==> config.mk <==
export PLATFORM = sky130hd
export DESIGN_NAME = bin2bcd_display_m1geo
export DESIGN_NICKNAME = d
export VERILOG_FILES = /design/src/rtl/bin2bcd_defs.sv /design/src/rtl/bcd_digit_adj.sv /design/src/rtl/bin2bcd_display_m1geo.sv
export SDC_FILE = /design/constraint.sdc
export NUM_CORES = 1
export LEC_CHECK = 0
export ABC_AREA = 1
export CAP_MARGIN = 20
export CELL_PAD_IN_SITES_DETAIL_PLACEMENT = 0
export CELL_PAD_IN_SITES_GLOBAL_PLACEMENT = 1
export CORE_ASPECT_RATIO = 0.75
export CORE_MARGIN = 1
export CORE_UTILIZATION = 41
export DETAILED_ROUTE_END_ITERATION = 16
export GPL_TIMING_DRIVEN = 1
export PLACE_DENSITY_LB_ADDON = 0.3
export SLEW_MARGIN = 20
export SYNTH_ARGS = -nofsm -noshare
export SYNTH_HDL_FRONTEND = slang
export SYNTH_HIERARCHICAL = 1
export SYNTH_SLANG_ARGS = --single-unit
==> constraint.sdc <==
create_clock -name clk -period 1.8 [get_ports clk]
set_clock_uncertainty 0.2 [all_clocks]
set_input_delay 0.27 -clock clk [delete_from_list [all_inputs] [get_ports clk]]
set_output_delay 0.27 -clock clk [all_outputs]
set_load 0.05 [all_outputs]
==> src/rtl/bin2bcd_defs.sv <==
// Shared definitions for the binary-to-BCD display converter: FSM encodings and digit constants.
package bin2bcd_defs;

   localparam int DIGIT_W = 4;
   localparam logic [DIGIT_W-1:0] BCD_ERR_DIGIT = 4'hE;

   typedef enum logic [1:0] {
      S_IDLE  = 2'h0,
      S_SHIFT = 2'h1,
      S_DONE  = 2'h2
   } state_t;

endpackage

==> src/rtl/bcd_digit_adj.sv <==
// One BCD digit correction cell for shift-and-add-3: digits of 5 or more get +3 before the shift.
module bcd_digit_adj
   import bin2bcd_defs::*;
(
   input  logic [DIGIT_W-1:0] digit,
   output logic [DIGIT_W-1:0] adj
);

   always_comb begin
      adj = digit;
      if (digit >= DIGIT_W'(5)) adj = digit + DIGIT_W'(3);
   end

endmodule

==> src/rtl/bin2bcd_display_m1geo.sv <==
// Sequential shift-and-add-3 binary-to-BCD converter feeding the MAX6951 data/dps inputs.
// Results land in output registers all at once, so the display never shows a partial value.
module bin2bcd_display_m1geo
   import bin2bcd_defs::*;
#(
   parameter int BIN_W  = 27,
   parameter int DIGITS = 8
)
(
   input  logic                  clk,
   input  logic                  resetn,
   input  logic                  in_valid,
   output logic                  in_ready,
   input  logic [BIN_W-1:0]      bin_in,
   input  logic [DIGITS-1:0]     dps_in,
   output logic                  out_valid,
   output logic [4*DIGITS-1:0]   bcd_out,
   output logic [DIGITS-1:0]     dps_out,
   output logic                  ovf
);

   localparam int BCD_W = DIGIT_W * DIGITS;
   localparam int CNT_W = $clog2(BIN_W);
   localparam logic [63:0] LIMIT = 64'(10 ** DIGITS) - 64'd1;

   state_t             state, state_nxt;
   logic [BIN_W-1:0]   bin_sr;
   logic [BCD_W-1:0]   bcd_sr;
   logic [BCD_W-1:0]   bcd_adj;
   logic [DIGITS-1:0]  dps_q;
   logic               ovf_q;
   logic [CNT_W-1:0]   cnt;

   assign in_ready = (state == S_IDLE);

   for (genvar g = 0; g < DIGITS; g++) begin : g_adj
      bcd_digit_adj u_adj (
         .digit (bcd_sr[g*DIGIT_W +: DIGIT_W]),
         .adj   (bcd_adj[g*DIGIT_W +: DIGIT_W])
      );
   end

   always_ff @(posedge clk or negedge resetn) begin
      if (!resetn) state <= S_IDLE;
      else         state <= state_nxt;
   end

   always_comb begin
      state_nxt = state;
      case (state)
         S_IDLE:  if (in_valid) state_nxt = S_SHIFT;
         S_SHIFT: if (cnt == '0) state_nxt = S_DONE;
         S_DONE:  state_nxt = S_IDLE;
         default: state_nxt = S_IDLE;
      endcase
   end

   // Scratch registers and the display-facing output registers.
   always_ff @(posedge clk or negedge resetn) begin
      if (!resetn) begin
         bin_sr    <= '0;
         bcd_sr    <= '0;
         dps_q     <= '0;
         ovf_q     <= 1'b0;
         cnt       <= '0;
         bcd_out   <= '0;
         dps_out   <= '0;
         ovf       <= 1'b0;
         out_valid <= 1'b0;
      end else begin
         out_valid <= 1'b0;
         case (state)
            S_IDLE: begin
               if (in_valid) begin
                  bin_sr <= bin_in;
                  dps_q  <= dps_in;
                  ovf_q  <= (64'(bin_in) > LIMIT);
                  bcd_sr <= '0;
                  cnt    <= CNT_W'(BIN_W - 1);
               end
            end
            S_SHIFT: begin
               // Bits leaving the top BCD digit are dropped; only overflowing inputs produce them.
               {bcd_sr, bin_sr} <= {bcd_adj, bin_sr} << 1;
               if (cnt != '0) cnt <= cnt - 1'b1;
            end
            S_DONE: begin
               bcd_out   <= ovf_q ? {DIGITS{BCD_ERR_DIGIT}} : bcd_sr;
               dps_out   <= dps_q;
               ovf       <= ovf_q;
               out_valid <= 1'b1;
            end
            default: ;
         endcase
      end
   end

endmodule

==> results of run 1 <==
[repair_timing]
item,in CTS,in global routing
endpoints found under the setup margin,1,8
hold buffers,1,0
hold endpoints to repair,117,0
setup buffers,1,0
gates resized for setup,3,4
[layout make-up]
class,count,area (um2),share of cell area
inverters,99,379,0.0489
clock inverters,12,226,0.0292
clock buffers,20,447,0.0577
flip-flops and latches,117,2930,0.378
repair buffers,104,986,0.127
multi-input cells,482,2530,0.327
well taps,195,244,0.0315
[report_power, final]
group	switching, W	internal, W	total (W)
Clock	0.00122	0.00264	0.00385
Combinational	0.00481	0.00270	0.00751
Sequential	0.000834	0.00384	0.00468
[cells in the final DEF (no fill, tap or decap), drive strengths merged]
cell	count
a21oi	49
a22oi	3
a32o	1
buf	67
bufinv	6
clkbuf	20
clkdlybuf4s50	36
clkinv	5
clkinvlp	2
dfrtp	117
dlygate4sd3	1
ha	17
inv	98
nand2	179
nand3	13
nor2	103
nor3	2
o21ai	112
o22ai	2
o31ai	1
[critical path, stage by stage (launching register included)]
cell and delay, ns:
dfrtp_2 0.45, clkinv_4 0.10, nand2_4 0.06, inv_2 0.09, buf_12 0.14
[per-stage QoR]
stage | instance area (um2) | hold slack (ns) | std cells | worst slack [ns] | TNS (ns)
floorplan | 5980 | -0.226 | 720 | 0.241 | 0
global placement | 7040 | 0.00845 | 995 | -0.00466 | -0.00466
detailed placement | 7040 | 0.0126 | 995 | -0.0748 | -1.75
CTS | 7730 | 0.118 | 1029 | 0.0296 | 0
global route | 7750 | 0.139 | 1029 | 0.0103 | 0
finish | 7750 | 0.124 | 1029 | 0.0769 | 0
[sequential cells by signal (all words and copies together), names as in the netlist, 2 cells and up]
| signal | count |
|---|---|
| dps_q | 8 |
| bin_sr | 27 |
| state | 2 |
| dps_out | 8 |
| cnt | 5 |
| bcd_sr | 32 |
| bcd_out | 32 |
[routing by layer]
metal	wire length (um)	track usage	up-vias	part of all wire
met5	0	0	-	0
met4	149	0.0730	0	0.011
met3	557	0.0432	12	0.041
met2	6240	0.317	106	0.46
met1	6510	0.264	2325	0.48
li1	-	-	2478	-
[path summary, 6_finish.rpt]
path | end | from | slack (ns)
setup reg to reg | bin_sr[19] | state[0] | 0.09
hold reg to reg | dps_q[7] | dps_q[7] | 0.28
setup / recovery | in_ready | state[1] | 0.08
min in group clk | dps_q[7] | dps_in[7] | 0.22
max in group asynchronous | ovf_q | resetn | 0.76
hold / removal | bcd_out[15] | resetn | 0.12
==> impl_metrics.yaml, run 1 <==
min_path:
  hp-class: "in2async"
timing:
  rsz0062_at_grt: "false"
  setup_viol_count_final: 0
  hold_viol_final: 0
  maxSlewViolCount: 0
  period_share: 0.957
  layout_min_cycle_time_ns: 1.72
  worst_pin_slew_ns: 0.366
  max_clock_freq_mhz: 580
  slew_headroom: 0.756
floorplan:
  die_x_um: 141
  fp.coreArea_um2: 14000
  fp.dieArea_um2: 15100
  rows: 37
  io_pins: 81
  die_y_um: 107
  initial_core_util: 0.427
routing:
  wl_per_cell_um: 13.1
  drt_first_pass_iters: 5
  drt_iter0_markers: 271
  wirelength_mm: 13.5
  ant_nets: 0
  num_vias: 4921
  post-route-drc-count: 0
  vias_per_cell: 4.78
critical_path:
  cp_max_fo: 3
  path_class: "reg2out"
  cp.arrival_ns: 1.25
  crit_path_end_kind: "output pin"
  cp.required_ns: 1.33
  rr_worst_depth: 8
  start_kind: "flip-flop"
power_and_ir_drop:
  vdd_ir_drop_max_mv: 1.11
  finalPower_w: 0.0160
  p_per_area_nw_per_um2: 2070
  power_leakage_nw: 3.76
place:
  portBuffers: 80
  gp_congestion: 0.844
  place.detailed.hpwl_mm: 9.57
cells_and_area:
  fillers: 1262
  layout-drive-gt1-share: 0.207
  diodes: 0
  nets: 876
  area_growth_pct: 29.6
  post-route-util: 0.554
synthesis:
  synthCells: 720
  syn_avg_cell_area_um2: 8.30
  synth_warnings: 6
  synth_area_um2: 5980
  synth_fp_nets: 775
global_route:
  grt_pass1_wl_mm: 23.3
  grt_usage: 0.198
  grt_pass1_vias: 4966
  grt_remaining_overflow: 0
  antenna_found_initial: 0
  grt_max_degree: 36
clocking:
  clk_pin_slew_worst_paths_ns: 0.05
  cts_sinks: 117
  clock_path_buffers: 2
  numCtsBuffers: 17
  h-tree-depth: 4
  insertion_delay_ns: 0.41
  root_buffer: "clkbuf_16"
  cts_tree: "yes"
flow_run:
  cap_violations: 0
status:
  status: "complete, no violations"
Power figures use the tool's default switching activity.
==> run 2, diff against run 1 <==
--- a/config.mk
+++ b/config.mk
@@ -5,13 +5,12 @@
 export SDC_FILE = /design/constraint.sdc
 export NUM_CORES = 1
 export LEC_CHECK = 0
-export ABC_AREA = 1
-export CAP_MARGIN = 20
+export ABC_AREA = 0
 export CELL_PAD_IN_SITES_DETAIL_PLACEMENT = 0
 export CELL_PAD_IN_SITES_GLOBAL_PLACEMENT = 1
 export CORE_ASPECT_RATIO = 0.75
 export CORE_MARGIN = 1
-export CORE_UTILIZATION = 41
+export CORE_UTILIZATION = 42
 export DETAILED_ROUTE_END_ITERATION = 16
 export GPL_TIMING_DRIVEN = 1
 export PLACE_DENSITY_LB_ADDON = 0.3
==> impl_metrics.yaml, run 2 <==
floorplan:
  rows: 35
  die_x_um: 134
  io_pins: 81
  initial_core_util: 0.437
  fp.dieArea_um2: 13500
  fp.coreArea_um2: 12500
  die_y_um: 101
critical_path:
  worstReg2RegStart: "cnt[0]"
  start_kind: "flip-flop"
  crit_path_end_kind: "flip-flop"
  cp_max_fo: 4
  path_class: "reg2reg"
  rr_worst_depth: 6
  regToRegEndpoint: "cnt[3]"
  r2r_slack_ns: 0.07
  cp.required_ns: 1.88
  cp.arrival_ns: 1.81
timing:
  rsz0062_at_grt: "false"
  worst_hold_slack_ns: 0.0902
  slew_headroom: 0.760
  layout_min_cycle_time_ns: 1.73
  max_clock_freq_mhz: 578
  worst_pin_slew_ns: 0.359
  maxSlewViolCount: 0
  hold_viol_final: 0
  setup_tns_ns: 0
  fin_ws_ns: 0.0685
  period_share: 0.962
  setup_viol_count_final: 0
synthesis:
  synth_fp_nets: 605
  synth_warnings: 6
  synth_area_um2: 5460
  syn_avg_cell_area_um2: 9.92
  synthCells: 550
clocking:
  cts_tree: "yes"
  insertion_delay_ns: 0.40
  cts_sinks: 117
  root_buffer: "clkbuf_16"
  h-tree-depth: 4
  clock_path_buffers: 2
  clk_pin_slew_worst_paths_ns: 0.06
  numCtsBuffers: 17
place:
  portBuffers: 80
  place.detailed.hpwl_mm: 7.50
  pre_cts_slack_ns: 0.0158
  post_dp_cell_area_um2: 6490
  gp_congestion: 0.775
status:
  status: "complete, no violations"
power_and_ir_drop:
  p_per_area_nw_per_um2: 1960
  vdd_ir_drop_max_mv: 1.06
  power_leakage_nw: 3.41
routing:
  drt_first_pass_iters: 4
  vias_per_cell: 4.95
  wl_per_cell_um: 13.5
  ant_nets: 0
  drt_iter0_markers: 281
  wirelength_mm: 11.1
  num_vias: 4054
  post-route-drc-count: 0
cells_and_area:
  fillers: 1078
  area_growth_pct: 29.0
  diodes: 0
  layout-drive-gt1-share: 0.178
  final_cell_mix: "116 x nand2_1, 116 x dfrtp_1, 69 x o21ai_0"
  nets: 696
  final_area_um2: 7040
  reg.largest.list: "bcd_out x32, bcd_sr x32, bin_sr x27"
flow_run:
  cap_violations: 0
global_route:
  grt_remaining_overflow: 0
  grt_usage: 0.184
  grt_pass1_wl_mm: 19.4
  grt_pass1_vias: 4087
  antenna_found_initial: 0
  grt_max_degree: 61
min_path:
  hp-class: "in2async"
## run 2: layer usage
metal	vias up	share of wire	global-route usage	routed length, um
li1	2043	-	-	-
met2	82	0.45	0.282	4940
met3	9	0.042	0.0498	469
met4	0	0.010	0.0656	114
met1	1920	0.50	0.252	5570
met5	-	0	0	0
## run 2: layout make-up
cell class	count	area, um2	area share
inverters	21	78.8	0.0112
flip-flops and latches	117	2930	0.416
well taps	166	208	0.0295
multi-input cells	382	2350	0.334
clock buffers	20	437	0.0621
clock inverters	11	87.6	0.0124
repair buffers	102	946	0.134
## run 2: timing repair
item / 4_1_cts / 5_1_grt
hold endpoints to repair: 117 / 0
hold buffers: 1 / 0
endpoints found under the setup margin: 0 / 2
resized for setup: 0 / 1
buffers inserted: 0 / 1
## run 2: worst max path at each step
stage / slack, ns / depth (start not counted) / start / endpoint
4_1_cts: 0.06 / 6 / cnt[0] / cnt[3]
6_report: 0.07 / 6 / cnt[0] / cnt[3]
2_1_floorplan: 0.05 / 6 / cnt[0] / cnt[3]
3_3_place_gp: 0.05 / 6 / in_valid / ovf_q
5_1_grt: 0.006 / 6 / cnt[0] / cnt[3]
3_5_place_dp: 0.02 / 6 / in_valid / ovf_q
## run 2: metrics by stage
| step | util | cells | power [W] |
|---|---|---|---|
| final | 0.564 | 819 | 0.0138 |
| after global routing | 0.564 | 819 | 0.0148 |
| after CTS | 0.563 | 818 | 0.0140 |
| after detailed placement | 0.520 | 786 | 0.0109 |
| after global placement | 0.520 | 786 | 0.0107 |
| after floorplan | - | 550 | 0.00901 |
## run 2: power by group
| group | leakage (nW) | switching [W] | total, W | internal (W) |
|---|---|---|---|---|
| registers | 1.46 | 0.000884 | 0.00467 | 0.00379 |
| logic | 1.70 | 0.00362 | 0.00613 | 0.00251 |
| clock network | 0.255 | 0.00114 | 0.00301 | 0.00187 |
## run 2: critical path: stages, from the launching register on
cell and delay (ns):
dfrtp_1 0.38, inv_1 0.06, ha_1 0.21, inv_1 0.11, o41ai_2 0.09, or4_1 0.43
mux2i_1 0.14
==> variant 1, RTL diff (flow settings as in run 1) <==
Make the reset (`resetn`) synchronous in 2 clocked blocks.
--- a/src/rtl/bin2bcd_display_m1geo.sv
+++ b/src/rtl/bin2bcd_display_m1geo.sv
@@ -40,7 +40,7 @@
       );
    end
 
-   always_ff @(posedge clk or negedge resetn) begin
+   always_ff @(posedge clk) begin
       if (!resetn) state <= S_IDLE;
       else         state <= state_nxt;
    end
@@ -56,7 +56,7 @@
    end
 
    // Scratch registers and the display-facing output registers.
-   always_ff @(posedge clk or negedge resetn) begin
+   always_ff @(posedge clk) begin
       if (!resetn) begin
          bin_sr    <= '0;
          bcd_sr    <= '0;
Function: differs if resetn is asserted again (counterexample within 4 cycles, from zero or initial values and one cycle with resetn low); with resetn held inactive, the same outputs for 10 cycles.
==> variant 1 against run 1 <==
The flow now finishes with violations (DRC); synthesized cell count up 6.0%; area after synthesis down 4.5%; wire length up 5.8%; sequential share of layout area down 5.4 points; worst hold slack worse by 0.015 ns; final cell count down 0.29%; setup slack better by 0.053 ns; sequential cell count unchanged; final area down 6.9%; maximum frequency up 3.2%; critical path type unchanged.
Power is not compared: it rests on default switching activity, and its combinational part moved more than twofold at a synthesized area within 25%.
==> variant 1: results (changes against run 1) <==
GR Util met1=26.78% (was 26.36%); fin cells=1026 (was 1029); vias in the first global route=5001 (was 4966); Worst R2R Setup Slack=0.13 ns (was 0.09 ns); Detailed Routing Iterations Pass 1=11 (was 5); failing checks=DRC; Worst-Margin Slew=0.4696 ns (was 0.3660 ns); slowest CP cell=dfxtp_1 (was dfrtp_2); status=finished with violations (was complete, no violations); Hold Path Class=in -> reg (was in -> async); RePlAce Congestion=0.8132 (was 0.8435); worst r2r src=bcd_sr[25]$_SDFFE_PN0P_ (was state[0]$_DFFE_PN0P_); CP Launch Point=state[0]$_SDFFE_PN0P_ (was state[1]$_DFFE_PN0P_); Global Route met2 Usage=33.27% (was 31.68%); share of post-route cells with drive strength above 1=20.12% (was 20.74%); area post-placement=6623 um^2 (was 7041 um^2); Met2 Wirelength=6572 um (was 6236 um); GRT Total Usage=20.45% (was 19.79%); max incr delay on CP=0.36 ns (was 0.45 ns); first-pass GRT wire length=23850 um (was 23340 um); WL/cell=13.87 um (was 13.07 um); Nets=897 (was 876); drc violations=5 (was 0); placed insts=994 (was 995); met3 GRT Util=5.295% (was 4.324%); dpl hpwl=9663 um (was 9571 um); Post-Route M1 WL=6953 um (was 6510 um); fin crit share=92.76% (was 95.73%); initial DRC count=333 (was 271)
variant 1: where the power goes:
| part | switching (mW) | internal, mW |
|---|---|---|
| logic | 0.574 | 0.346 |
| clock network | 1.29 | 2.08 |
| registers | 0.0765 | 2.73 |
variant 1: repair_timing:
item | CTS | global route
buffers inserted | 0 | 0
resized for setup | 0 | 1
setup endpoints to repair | 0 | 1
hold endpoints to repair | 0 | 0
variant 1: area by class of cell:
cell class | count | area, um^2
Clock buffer | 18 | 439.2
Clock inverter | 14 | 151.4
Fill cell | 1202 | 6075
Inverter | 56 | 212.7
Multi-Input combinational cell | 549 | 2920
Sequential cell | 117 | 2342
Tap cell | 171 | 214.0
Timing Repair Buffer | 101 | 933.4
variant 1: worst max-delay path: cells and delay by family, from the launching register on:
| family | cells | cell delay [ns] |
|---|---|---|
| buf+inv | 1 | 0.18 |
| simple gates | 1 | 0.26 |
| flops | 1 | 0.36 |
==> variant 2, RTL diff (config.mk and constraints of run 1) <==
Made on the original files. Change the parameter `BIN_W` from 27 to 54.
--- a/src/rtl/bin2bcd_display_m1geo.sv
+++ b/src/rtl/bin2bcd_display_m1geo.sv
@@ -3,7 +3,7 @@
 module bin2bcd_display_m1geo
    import bin2bcd_defs::*;
 #(
-   parameter int BIN_W  = 27,
+   parameter int BIN_W  = 54,
    parameter int DIGITS = 8
 )
 (
Interface: changed (resized bin_in); port bits go from 81 to 108. The function was not compared with the original's and may differ.
==> variant 2 against run 1 <==
Area after synthesis up 22%; sequential power up 19%; final cell count up 27%; sequential share of layout area down 0.082 points; sequential cell count up 28; count of clock-buffer cells in the layout up 1; setup slack better by 0.019 ns; largest cell class unchanged; final area up 24%; total power up 3.9%; wire length up 27%.
==> variant 2: results (changes against run 1) <==
slowest CP cell=dfrtp_2 (unchanged); Clk pin slew, worst setup/hold paths=0.06 ns; leakage power=4.577 nW (was 3.759 nW); Largest regs=bin_sr x54, bcd_out x32, bcd_sr x32 (was bcd_out x32, bcd_sr x32, bin_sr x27); first-pass GRT wire length=29280 um (was 23340 um); GRT Total Usage=20.08% (was 19.79%); Nets=1145 (was 876); dpl hpwl=12020 um (was 9571 um); max incr delay on CP=0.47 ns (was 0.45 ns); Vias/cell=4.703 (was 4.782); share of post-route cells with drive strength above 1=18.98% (was 20.74%); Detailed Routing Iterations Pass 1=5 (unchanged); switch share=41.89% (was 42.79%); Clk Latency, worst-skew pair=0.42 ns; port bufs=107 (was 80); worst slack at placement=-0.2217 ns (was -0.07478 ns); Worst-Margin Slew=0.4129 ns (was 0.3660 ns); Root Driver=clkbuf_16 (unchanged); largest net degree at the start of global routing=51 (was 36); status=complete, no violations (unchanged); routed wire length=17100 um (was 13450 um); CP Launch Point=state[1]$_DFFE_PN0P_ (unchanged); Synth warnings=6 (unchanged); peak supply drop=0.8331 mV (was 1.108 mV); area post-placement=9006 um^2 (was 7041 um^2); WP data arrival=1.23 ns (was 1.25 ns); Num CTS Buffers=17 (unchanged); vias in the first global route=5875 (was 4966); initial DRC count=279 (was 271); post-CTS setup buffers=0 (was 1); syn_nets=989 (was 775); RePlAce Congestion=0.8088 (was 0.8435)
[variant 2: what timing repair did]
item,in CTS,in global routing
hold buffers,1,0
endpoints found under the setup margin,0,10
endpoints found under the hold margin,145,0
resized for setup,0,2
[variant 2: area by class of cell]
cell class	instances	area, um^2
clock buffer	21	470.5
clock inverter	11	130.1
fill	1589	7515
inverter	113	426.7
multi-input combinational	613	3060
sequential	145	3631
tap	236	295.3
timing repair buffer	172	1605
[variant 2: worst paths after layout]
kind,slack [ns],end,cells past startpoint
setup / recovery,0.1,in_ready,2
min in group clk,0.19,dps_q[7]$_DFFE_PN0P_,3
setup reg to reg,0.12,bcd_sr[12]$_DFFE_PN0P_,7
max in group asynchronous,0.72,bcd_sr[9]$_DFFE_PN0P_,3
hold reg to reg,0.28,bin_sr[45]$_DFFE_PN0P_,2
hold / removal,0.13,bin_sr[29]$_DFFE_PN0P_,2
[variant 2: layer usage]
metal  track usage [%]  vias to the layer above  share of wire (%)
li1                  -                     3209                  -
met1             29.64                     2844                 52
met2             28.77                       98                 43
met3             5.339                       14                4.4
met4             5.392                        0                1.0
met5                 0                        -                  0
[variant 2: power groups by stage]
stage	Clock, mW	Sequential (mW)	Combinational [mW]
floorplan	0	6.27	4.78
global placement	0	5.62	7.46
detailed placement	0	5.63	7.54
CTS	3.65	5.60	7.58
global route	3.78	5.79	8.52
finish	3.55	5.59	7.52
[variant 2: stage by stage]
stage          utilization (%)  hold WS (ns)  instances
2_1_floorplan                -       -0.2256        906
3_3_place_gp             52.56       0.02401       1278
3_5_place_dp             52.56       0.02240       1278
4_1_cts                  56.13        0.1399       1311
5_1_grt                  56.14        0.1788       1311
6_report                 56.14        0.1345       1311
